`config.mk`:
```
export PLATFORM = sky130hd
export DESIGN_NAME = alu_sweep_driver_flat
export DESIGN_NICKNAME = d
export VERILOG_FILES = /design/src/rtl/alu_sweep_driver_if.sv /design/src/rtl/alu_sweep_driver.sv /design/src/flat_wrapper.sv
export SDC_FILE = /design/constraint.sdc
export NUM_CORES = 1
export LEC_CHECK = 0
export ABC_AREA = 1
export BUFFER_PORTS_ARGS = -buffer_cell sky130_fd_sc_hd__buf_2
export CAP_MARGIN = 20
export CORE_ASPECT_RATIO = 1.4
export CORE_MARGIN = 2
export CORE_UTILIZATION = 51
export DETAILED_ROUTE_END_ITERATION = 8
export GPL_TIMING_DRIVEN = 0
export HOLD_SLACK_MARGIN = 0.15
export PLACE_DENSITY = 0.81
export SETUP_SLACK_MARGIN = 0.4
export SLEW_MARGIN = 25
export SYNTH_ARGS = -nofsm -noshare
export SYNTH_HDL_FRONTEND = slang
export SYNTH_SLANG_ARGS = --single-unit
```
`constraint.sdc`:
```
create_clock -name clk -period 1.9 [get_ports clk]
set_input_delay 0.19 -clock clk [delete_from_list [all_inputs] [get_ports clk]]
set_output_delay 0.19 -clock clk [all_outputs]
set_load 0.02 [all_outputs]
```
`src/rtl/alu_sweep_driver_if.sv`:
```
// Record stream between the ALU sweep driver and its consumer.
//   rec_valid : record available (driver -> consumer)
//   rec_ready : consumer accepts the record (consumer -> driver)
//   rec_data  : {alu_op, alu_a, alu_b, captured result}
interface alu_sweep_driver_if;
  logic        rec_valid;
  logic        rec_ready;
  logic [15:0] rec_data;

  modport master (output rec_valid, output rec_data, input rec_ready);
  modport slave  (input rec_valid, input rec_data, output rec_ready);
endinterface

```
`src/rtl/alu_sweep_driver.sv`:
```
// Exhaustive ALU stimulus sweep: walks every {opcode, A, B} combination
// allowed by OP_MASK, waits SETTLE_CYCLES edges, captures alu_result and
// emits one record per combination over a valid/ready stream, keeping a
// running 16-bit checksum of captured results.
// Ports:
//   clk, rst          clock; asynchronous active-high reset
//   start             single-cycle pulse starting a sweep (ignored while busy)
//   alu_a/alu_b/alu_op operands and opcode driven to the ALU
//   alu_result        ALU result read back
//   rec               record stream (master side)
//   busy, done        sweep in progress / sweep complete (level)
//   checksum          sum of captured results mod 2^16
//   rec_count         records accepted in the current or last sweep
module alu_sweep_driver #(
  parameter int unsigned SETTLE_CYCLES = 2,
  parameter logic [15:0] OP_MASK       = 16'h7FFF
) (
  input  logic                       clk,
  input  logic                       rst,
  input  logic                       start,
  output logic [1:0]                 alu_a,
  output logic [1:0]                 alu_b,
  output logic [3:0]                 alu_op,
  input  logic [7:0]                 alu_result,
  alu_sweep_driver_if.master         rec,
  output logic                       busy,
  output logic                       done,
  output logic [15:0]                checksum,
  output logic [8:0]                 rec_count
);

  if (SETTLE_CYCLES < 1 || SETTLE_CYCLES > 15) begin : g_bad_settle
    $error("SETTLE_CYCLES must be in 1..15");
  end

  typedef enum logic [2:0] {
    S_IDLE,
    S_SEEK,
    S_DRIVE,
    S_SEND,
    S_FIN
  } state_t;

  state_t      state;
  state_t      state_nxt;
  logic [7:0]  idx;
  logic [3:0]  settle;
  logic        idx_en;
  logic        idx_last;
  logic        settle_done;
  logic        accept;

  always_comb begin
    idx_en      = OP_MASK[idx[7:4]];
    idx_last    = (idx == 8'hFF);
    // settle counts edges already seen in DRIVE; the capture edge is the
    // SETTLE_CYCLES-th edge after the SEEK edge that loaded alu_*.
    settle_done = (settle == 4'(SETTLE_CYCLES - 1));
    accept      = rec.rec_valid && rec.rec_ready;
  end

  always_ff @(posedge clk or posedge rst) begin
    if (rst) state <= S_IDLE;
    else     state <= state_nxt;
  end

  always_comb begin
    state_nxt = state;
    unique case (state)
      S_IDLE:  if (start) state_nxt = S_SEEK;
      S_SEEK: begin
        if (idx_en)        state_nxt = S_DRIVE;
        else if (idx_last) state_nxt = S_FIN;
      end
      S_DRIVE: if (settle_done) state_nxt = S_SEND;
      S_SEND: begin
        if (accept) state_nxt = idx_last ? S_FIN : S_SEEK;
      end
      S_FIN:   state_nxt = S_IDLE;
      default: state_nxt = S_IDLE;
    endcase
  end

  always_ff @(posedge clk or posedge rst) begin
    if (rst) begin
      idx           <= '0;
      settle        <= '0;
      alu_a         <= '0;
      alu_b         <= '0;
      alu_op        <= '0;
      rec.rec_data  <= '0;
      rec.rec_valid <= 1'b0;
      busy          <= 1'b0;
      done          <= 1'b0;
      checksum      <= '0;
      rec_count     <= '0;
    end else begin
      unique case (state)
        S_IDLE: begin
          if (start) begin
            checksum  <= '0;
            rec_count <= '0;
            done      <= 1'b0;
            busy      <= 1'b1;
            idx       <= '0;
          end
        end
        S_SEEK: begin
          if (idx_en) begin
            alu_op <= idx[7:4];
            alu_a  <= idx[3:2];
            alu_b  <= idx[1:0];
            settle <= '0;
          end else if (!idx_last) begin
            idx <= idx + 8'd1;
          end
        end
        S_DRIVE: begin
          settle <= settle + 4'd1;
          if (settle_done) begin
            rec.rec_data  <= {idx, alu_result};
            checksum      <= checksum + {8'h00, alu_result};
            rec.rec_valid <= 1'b1;
          end
        end
        S_SEND: begin
          if (accept) begin
            rec.rec_valid <= 1'b0;
            rec_count     <= rec_count + 9'd1;
            if (!idx_last) idx <= idx + 8'd1;
          end
        end
        S_FIN: begin
          busy <= 1'b0;
          done <= 1'b1;
        end
        default: ;
      endcase
    end
  end

endmodule

```
`src/flat_wrapper.sv`:
```
// flat-port wrapper written by rule: the top's interface ports become plain ports
module alu_sweep_driver_flat 
#(
  parameter int unsigned SETTLE_CYCLES = 2,
  parameter logic [15:0] OP_MASK       = 16'h7FFF
)
  (clk, rst, start, alu_a, alu_b, alu_op, alu_result, busy, done, checksum, rec_count, rec_rec_valid, rec_rec_data, rec_rec_ready);
  alu_sweep_driver_if rec_i ();
  input  logic clk;
  input  logic rst;
  input  logic start;
  output logic [1:0] alu_a;
  output logic [1:0] alu_b;
  output logic [3:0] alu_op;
  input  logic [7:0] alu_result;
  output logic busy;
  output logic done;
  output logic [15:0] checksum;
  output logic [8:0] rec_count;
  output wire logic [$bits(rec_i.rec_valid)-1:0] rec_rec_valid;
  output wire logic [$bits(rec_i.rec_data)-1:0] rec_rec_data;
  input wire logic [$bits(rec_i.rec_ready)-1:0] rec_rec_ready;
  assign rec_rec_valid = rec_i.rec_valid;
  assign rec_rec_data = rec_i.rec_data;
  assign rec_i.rec_ready = rec_rec_ready;
  alu_sweep_driver #(.SETTLE_CYCLES(SETTLE_CYCLES), .OP_MASK(OP_MASK)) u_core (.clk(clk), .rst(rst), .start(start), .alu_a(alu_a), .alu_b(alu_b), .alu_op(alu_op), .alu_result(alu_result), .rec(rec_i), .busy(busy), .done(done), .checksum(checksum), .rec_count(rec_count));
endmodule
```
==> summary.md, run 1 <==
| Metric | Value |
|---|---|
| Outcome | `finished, final reports clean` |
| Tmin final | `between 1.5 and 2 ns` |
| Final ANT Viol Nets | `0` |
| Fraction of registers with async set/reset | `100%` |
| TritonCTS Sinks | `67` |
| Fin crit share | `between 90% and 100%` |
| TritonCTS clock tree | `yes` |
| Worst Hold Class | `in2reg` |
| Detail Placement HPWL | `~6600 um` |
| Commonest non-fill, non-tap cells in the layout | `nand2_1 (113), buf_2 (66), dfrtp_1 (64), inv_1 (47), buf_4 (30)` |
| Part of the power in combinational logic | `between 50% and 60%` |
| IO Port Bufs | `63` |
| Initial DRC Count | `between 200 and 250` |
| Maximum clock path buffer count | `2` |
| Switching pwr | `3.52 mW` |
| Final wirelength | `11100 um` |
| All-Layer GR Usage | `26.9%` |
| Worst r2r dst | `u_core.idx[5]` |
| Slowest cell on the critical path | `dfrtp_1` |
| HP Start | `start` |
| Initial Utilization | `52.3%` |
| Via count | `3837` |
| Final setup skew | `~0.011 ns` |
| DR vias/cell | `5.59` |
| Largest family of logic cells by synthesized area | `simple AND/OR/NAND/NOR gates` |
| Measured slew at the worst slew-check pin | `0.413 ns` |
| # IOs | `64` |
| Complex-gate fraction of the synthesized area | `9.41%` |
| CP endpoint kind | `flop` |
| Hold depth | `4` |
| RSZ-0062 raised after global routing | `true` |
| Num CTS Buffers | `9` |
| Number of global-route vias before repair | `roughly 3.6k` |
| Worst setup SP type | `flop` |
| Hold worst-path end | `u_core.checksum[8]` |
| Antenna violations before repair | `0` |
| Met2 WL | `between 5000 and 6000 um` |
| Drt drc | `0` |
| Slowest stage delay, CP | `roughly 0.46 ns` |
| Synth unique cells | `30` |
| Sequential power share | `30.2%` |
| Core Region | `between 6000 and 7000 um^2` |
| XOR/XNOR Fraction of Synth Area | `2.66%` |
| Setup TNS | `0 ns` |
| Final Hold Viols | `0` |
| Number of synthesis warnings | `0` |
| Diodes inserted | `0` |
| Total congestion overflow | `0` |
| Worst Setup SP | `u_core.idx[5]` |
| Htree depth | `3` |
| NumNets Final | `approximately 600` |
| DR top layer | `met4` |
| Slew margin rel. | `about 72%` |
| Critical path cell sequence | `nand4_1, inv_1, nand3_1, nand2_2, nor2_4, buf_4, nand3_1, o21ai_0` |
| Part of the Yosys area used for sequential elements | `46.2%` |
| WP data arrival | `1.96 ns` |
| Final Setup Violations | `0` |
| Synth Area in Simple Gates | `between 20% and 30%` |
| Worst-Skew Late Latency | `between 0.3 and 0.4 ns` |
| Largest net degree at the start of global routing | `29` |
| First-pass GRT wire length | `between 15000 and 20000 um` |
| DR WL met3 | `about 500 um` |
| Cells after synthesis | `about 470` |
| Syn Nets | `about 490` |
| Global placer's final weighted congestion | `between 0.9 and 1` |
| Placed cell count | `between 600 and 700` |
| CP dominant cell by count | `nand3_1` |
| Avg Inst Size Synth | `roughly 7.8 um^2` |
| Commonest non-fill, non-tap cell in the layout | `nand2_1` |
| Avg WL per Cell | `around 16 um` |
| Met1 WL | `a little over 4000 um` |
| Clock power frac | `13.9%` |
| Rows | `36` |
| Adder-cell share of the synthesized area | `4.69%` |
| Leak Pwr | `2.61 nW` |
| Pwr Density | `around 1500 nW/um^2` |
| R2r worst-path depth | `8` |
| PnR worst setup slack | `around 0.17 ns` |
| Die height | `104 um` |
| Crit path max fanout | `5` |
| Power, Total | `between 7 and 8 mW` |
| Flops & latches, synth | `67` |
| Internal power | `4.04 mW` |
| Peak VDD IR | `~700 uV` |
| DIE AREA | `slightly below 8000 um^2` |
| Synth Flop Type | `dfrtp_1` |
| Pre-antenna DRT Iters | `5` |
| Fmax achieved | `between 500 and 600 MHz` |
| Post-synth EDFFs | `0` |
| Sw frac | `a little under half` |
| CTS clk-pin slew, worst paths | `0.08 ns` |
| Die X | `75.3 um` |
| Root Buffer | `clkbuf_8` |
| Synth-to-layout area growth | `40.1%` |
| Layout cells sized above 1 | `approximately 37%` |
| Post-Layout Cell Count | `687` |
| Multiplexer area fraction after synthesis | `0%` |
| Place WS | `0.225 ns` |
| Reg-to-reg setup timing slack | `0.17 ns` |
| Worst Path Required | `approximately 2.1 ns` |
| Synthesized area | `between 3000 and 4000 um^2` |
| Final Max Slew Viols | `0` |
| R2r startpoint | `u_core.idx[5]` |
| Max Cap Viol | `0` |
| CP Class | `reg2reg` |
==> state kept, by name (all words and copies together), names as in the netlist <==
register,flops
u_core.checksum,16
u_core.rec.rec_data,16
u_core.rec_count,9
u_core.idx,8
u_core.alu_op,4
u_core.settle,4
u_core.state,3
u_core.alu_a,2
u_core.alu_b,2
u_core.busy,1
u_core.done,1
u_core.rec.rec_valid,1
==> routing by layer <==
metal	vias to the layer above	GRT usage, %
li1	1749	-
met4	0	13.9
met2	180	46.6
met3	64	4.67
met1	1844	30.1
met5	-	0
==> worst max-delay path by stage <==
stage,endpoint,cells after the start
floorplan,u_core.checksum[8],12
global placement,u_core.checksum[8],12
detailed placement,u_core.rec.rec_data[15],6
CTS,u_core.checksum[8],12
global route,u_core.idx[5],8
finish,u_core.idx[5],8
==> synth_stat cells, types with 3 or more instances <==
| cell type | number | share of area [%] |
|---|---|---|
| nand2_1 | 138 | 14 |
| dfrtp_1 | 67 | 46 |
| inv_1 | 56 | 5.8 |
| o21ai_0 | 42 | 5.8 |
| nand3_1 | 40 | 5.5 |
| nor2_1 | 36 | 3.7 |
| a21oi_1 | 15 | 2.1 |
| ha_1 | 12 | 4.1 |
| nand4_1 | 11 | 1.9 |
| xor2_1 | 7 | 1.7 |
| clkbuf_1 | 5 | 0.52 |
| nor2_2 | 4 | 0.69 |
| nor3_1 | 4 | 0.55 |
| o22ai_1 | 4 | 0.69 |
| xnor2_1 | 4 | 0.97 |
| buf_6 | 3 | 0.93 |
==> cell type report <==
| cell class | count | area [um^2] |
|---|---|---|
| timing repair buffer | 108 | 719 |
| sequential | 67 | 1680 |
| clock buffer | 13 | 149 |
| buffer | 11 | 85.1 |
| inverter | 58 | 228 |
| clock inverter | 3 | 15.0 |
| tap | 95 | 119 |
| multi-input combinational | 332 | 2090 |
| fill | 495 | 1850 |
==> cell families (layout without fill, tap and decap cells) <==
kind of cell,after synthesis,in the layout
AO/OA/AOI/OAI,65,65
XOR/XNOR,11,11
adder cells (fa/ha/maj),13,13
buffers and inverters,69,193
flip-flops,67,67
AND/OR/NAND/NOR,243,243
==> per-stage QoR <==
step	util (%)	area, um^2	hold slack (ns)
6_report	73.3	5080	0.192
2_1_floorplan	-	3730	0.275
3_5_place_dp	60.6	4200	0.189
4_1_cts	67.7	4690	0.186
5_1_grt	73.3	5080	0.211
3_3_place_gp	60.0	4160	0.409
==> timing repair <==
action | CTS | global route
setup buffers | 15 | 16
hold buffers | 9 | 0
setup endpoints to repair | 49 | 59
pin swaps | 9 | 23
gates cloned | 2 | 1
resized for setup | 36 | 92
hold endpoints to repair | 47 | 0
==> critical path, delay by kind of cell, from the launching register on <==
kind	cells	cell delay [ns]
flops	1	0.46
simple gates	5	0.66
compound gates	1	0.11
buf+inv	2	0.38
==> power by group through the flow <==
stage | Sequential (mW) | Clock (mW) | Combinational (mW)
floorplan | 2.58 | 0 | 1.74
global placement | 2.23 | 0 | 2.87
detailed placement | 2.25 | 0 | 2.97
CTS | 2.23 | 1.06 | 3.40
global route | 2.34 | 1.12 | 4.59
finish | 2.29 | 1.05 | 4.22
(Power assumes the default switching activity.)
==> run 2, diff against run 1 <==
--- a/config.mk
+++ b/config.mk
@@ -15,6 +15,7 @@
 export GPL_TIMING_DRIVEN = 0
 export HOLD_SLACK_MARGIN = 0.15
 export PLACE_DENSITY = 0.81
+export RECOVER_POWER = 25
 export SETUP_SLACK_MARGIN = 0.4
 export SLEW_MARGIN = 25
 export SYNTH_ARGS = -nofsm -noshare
==> constraint.sdc (replaced) <==
create_clock -name clk -period 1.9 [get_ports clk]
set_input_delay 0.285 -clock clk [delete_from_list [all_inputs] [get_ports clk]]
set_output_delay 0.285 -clock clk [all_outputs]
set_load 0.02 [all_outputs]
==> summary.md, run 2 (same netlist as run 1, synthesis figures left out) <==
| Metric | Value |
|---|---|
| Avg WL per Cell | `16.1 um (-0.17%)` |
| Total congestion overflow | `0 (unchanged)` |
| Final Cell Area | `5070 um^2 (-0.25%)` |
| Number of global-route vias before repair | `3589 (-1.6%)` |
| DIE AREA | `7810 um^2 (unchanged)` |
| PnR worst setup slack | `0.280 ns (+0.115 ns)` |
| RSZ-0062 raised after global routing | `true` |
| Maximum clock path buffer count | `2 (unchanged)` |
| Drt drc | `0 (unchanged)` |
| Via count | `3825 (-0.31%)` |
| Global placer's final weighted congestion | `0.936 (unchanged)` |
| Final Setup Violations | `0 (unchanged)` |
| Die height | `104 um (unchanged)` |
| Placed Area | `4200 um^2 (unchanged)` |
| Final wirelength | `11000 um (-0.89%)` |
| Initial Utilization | `52.3% (unchanged)` |
| Pwr Density | `1500 nW/um^2 (+0.68%)` |
| Place WS | `0.225 ns (unchanged)` |
| Pre-antenna DRT Iters | `6 (+1)` |
| Final Max Slew Viols | `0 (unchanged)` |
| Core Region | `6940 um^2 (unchanged)` |
| Setup TNS | `0 ns (unchanged)` |
| CP endpoint kind | `flop` |
| Num CTS Buffers | `9 (unchanged)` |
| Post-Layout Cell Count | `682 (-0.73%)` |
| R2r startpoint | `u_core.checksum[3]` |
| Worst setup SP type | `flop` |
| Worst-Skew Late Latency | `0.36 ns (about the same)` |
| Fin crit share | `85.3% (-6.0 points)` |
| Fin Hold WS | `0.178 ns (-0.0140 ns)` |
| Core Util, Final | `73.1% (-0.18 points)` |
| Die X | `75.3 um (unchanged)` |
| CP Class | `reg2reg` |
| All-Layer GR Usage | `25.7% (-1.2 points)` |
| Synth-to-layout area growth | `39.8%` |
| Layout cells sized above 1 | `37.8% (+0.49 points)` |
| Tmin final | `1.62 ns (-0.115 ns)` |
| DR vias/cell | `5.61 (+0.42%)` |
| Antenna violations before repair | `0 (unchanged)` |
| Worst Hold Class | `in2reg` |
| Leak Pwr | `2.58 nW (-1.2%)` |
| Worst Path Required | `2.19 ns (+0.06 ns)` |
| Outcome | `finished, final reports clean` |
| Final ANT Viol Nets | `0 (unchanged)` |
| Critical path cell sequence | `ha_4, nand2_2, nor2_1, nand3_2, nand3_4, nand2_2, nand2_1, nand2_1, nor2_1` |
| IO Port Bufs | `63 (unchanged)` |
| Htree depth | `3 (unchanged)` |
| Slowest cell on the critical path | `dfrtp_1` |
| Root Buffer | `clkbuf_8` |
| Reg-to-reg setup timing slack | `0.28 ns (+0.11 ns)` |
| Peak VDD IR | `836 uV (+22%)` |
| TritonCTS Sinks | `67 (unchanged)` |
| Slew margin rel. | `51.2% (-21 points)` |
| Rows | `36 (unchanged)` |
| Largest net degree at the start of global routing | `29 (unchanged)` |
| Diodes inserted | `0 (unchanged)` |
| WP data arrival | `1.91 ns (-0.05 ns)` |
| First-pass GRT wire length | `15600 um (-4.0%)` |
| Slowest stage delay, CP | `0.42 ns (-0.04 ns)` |
| CTS clk-pin slew, worst paths | `0.07 ns (about the same)` |
| Fmax achieved | `617 MHz (+7.1%)` |
| Worst Setup SP | `u_core.checksum[3]` |
| Detail Placement HPWL | `6550 um (unchanged)` |
| Commonest non-fill, non-tap cells in the layout | `nand2_1 (109), dfrtp_1 (63), buf_2 (59), inv_1 (49), buf_4 (31)` |
| Placed cell count | `628 (unchanged)` |
| Max Cap Viol | `0 (unchanged)` |
| Measured slew at the worst slew-check pin | `0.729 ns (+0.315 ns)` |
| Worst Path Buf+Inv | `0 (-2)` |
| Power, Total | `7.59 mW (+0.43%)` |
| Initial DRC Count | `233 (+1.3%)` |
| Final Hold Viols | `0 (unchanged)` |
| HP Start | `alu_result[2]` |
| NumNets Final | `607 (-0.82%)` |
| Crit path max fanout | `5 (unchanged)` |
| CP top delay family | `simple AND/OR/NAND/NOR gates` |
| Commonest non-fill, non-tap cell in the layout | `nand2_1` |
| TritonCTS clock tree | `yes` |
| Final setup skew | `0.00957 ns (-0.00127 ns)` |
| # IOs | `64 (unchanged)` |
| Top Registers | `u_core.checksum: 16 flops, u_core.rec.rec_data: 16 flops, u_core.rec_count: 9 flops` |
run 2: per-layer routing:
metal	up-vias	track usage, %	part of all wire, %
met4	0	13.4	3.9
met1	1871	28.3	36
met5	-	0	0
met3	51	4.38	4.8
met2	165	45.1	55
li1	1738	-	-
run 2: path summary, 6_finish.rpt:
check,depth (start not counted),to
max,9,u_core.checksum[13]
min,3,u_core.rec.rec_data[2]
max reg2reg,9,u_core.checksum[13]
min reg2reg,2,u_core.rec.rec_data[4]
max in group asynchronous,5,u_core.state[0]
min in group asynchronous,3,u_core.rec.rec_data[2]
run 2: area by class of cell:
type	count	area, um^2
Multi-Input combinational cell	332	2130
Fill cell	495	1870
Sequential cell	67	1680
Timing Repair Buffer	103	664
Inverter	58	225
Clock buffer	13	149
Tap cell	95	119
Buffer	11	86.3
Clock inverter	3	15.0
run 2: timing repair:
action | CTS | global route
endpoints found under the hold margin | 15 | 0
pin swaps | 9 | 26
setup buffers | 15 | 18
setup endpoints to repair | 49 | 57
hold buffers | 2 | 0
resized for setup | 36 | 105
gates cloned | 2 | 1
run 2: where the power goes:
part / switching, mW / internal [mW] / leakage [nW]
registers: 0.429 / 1.84 / 0.884
clock network: 0.546 / 0.504 / 0.0872
logic: 2.56 / 1.71 / 1.61
total: 3.53 / 4.06 / 2.58
run 2: worst register-to-register path: stages, from the launching register on:
cell and delay (ns):
dfrtp_1 0.42, ha_4 0.32, nand2_2 0.11, nor2_1 0.16, nand3_2 0.14, nand3_4 0.13, nand2_2 0.06, nand2_1 0.05
nand2_1 0.04, nor2_1 0.11
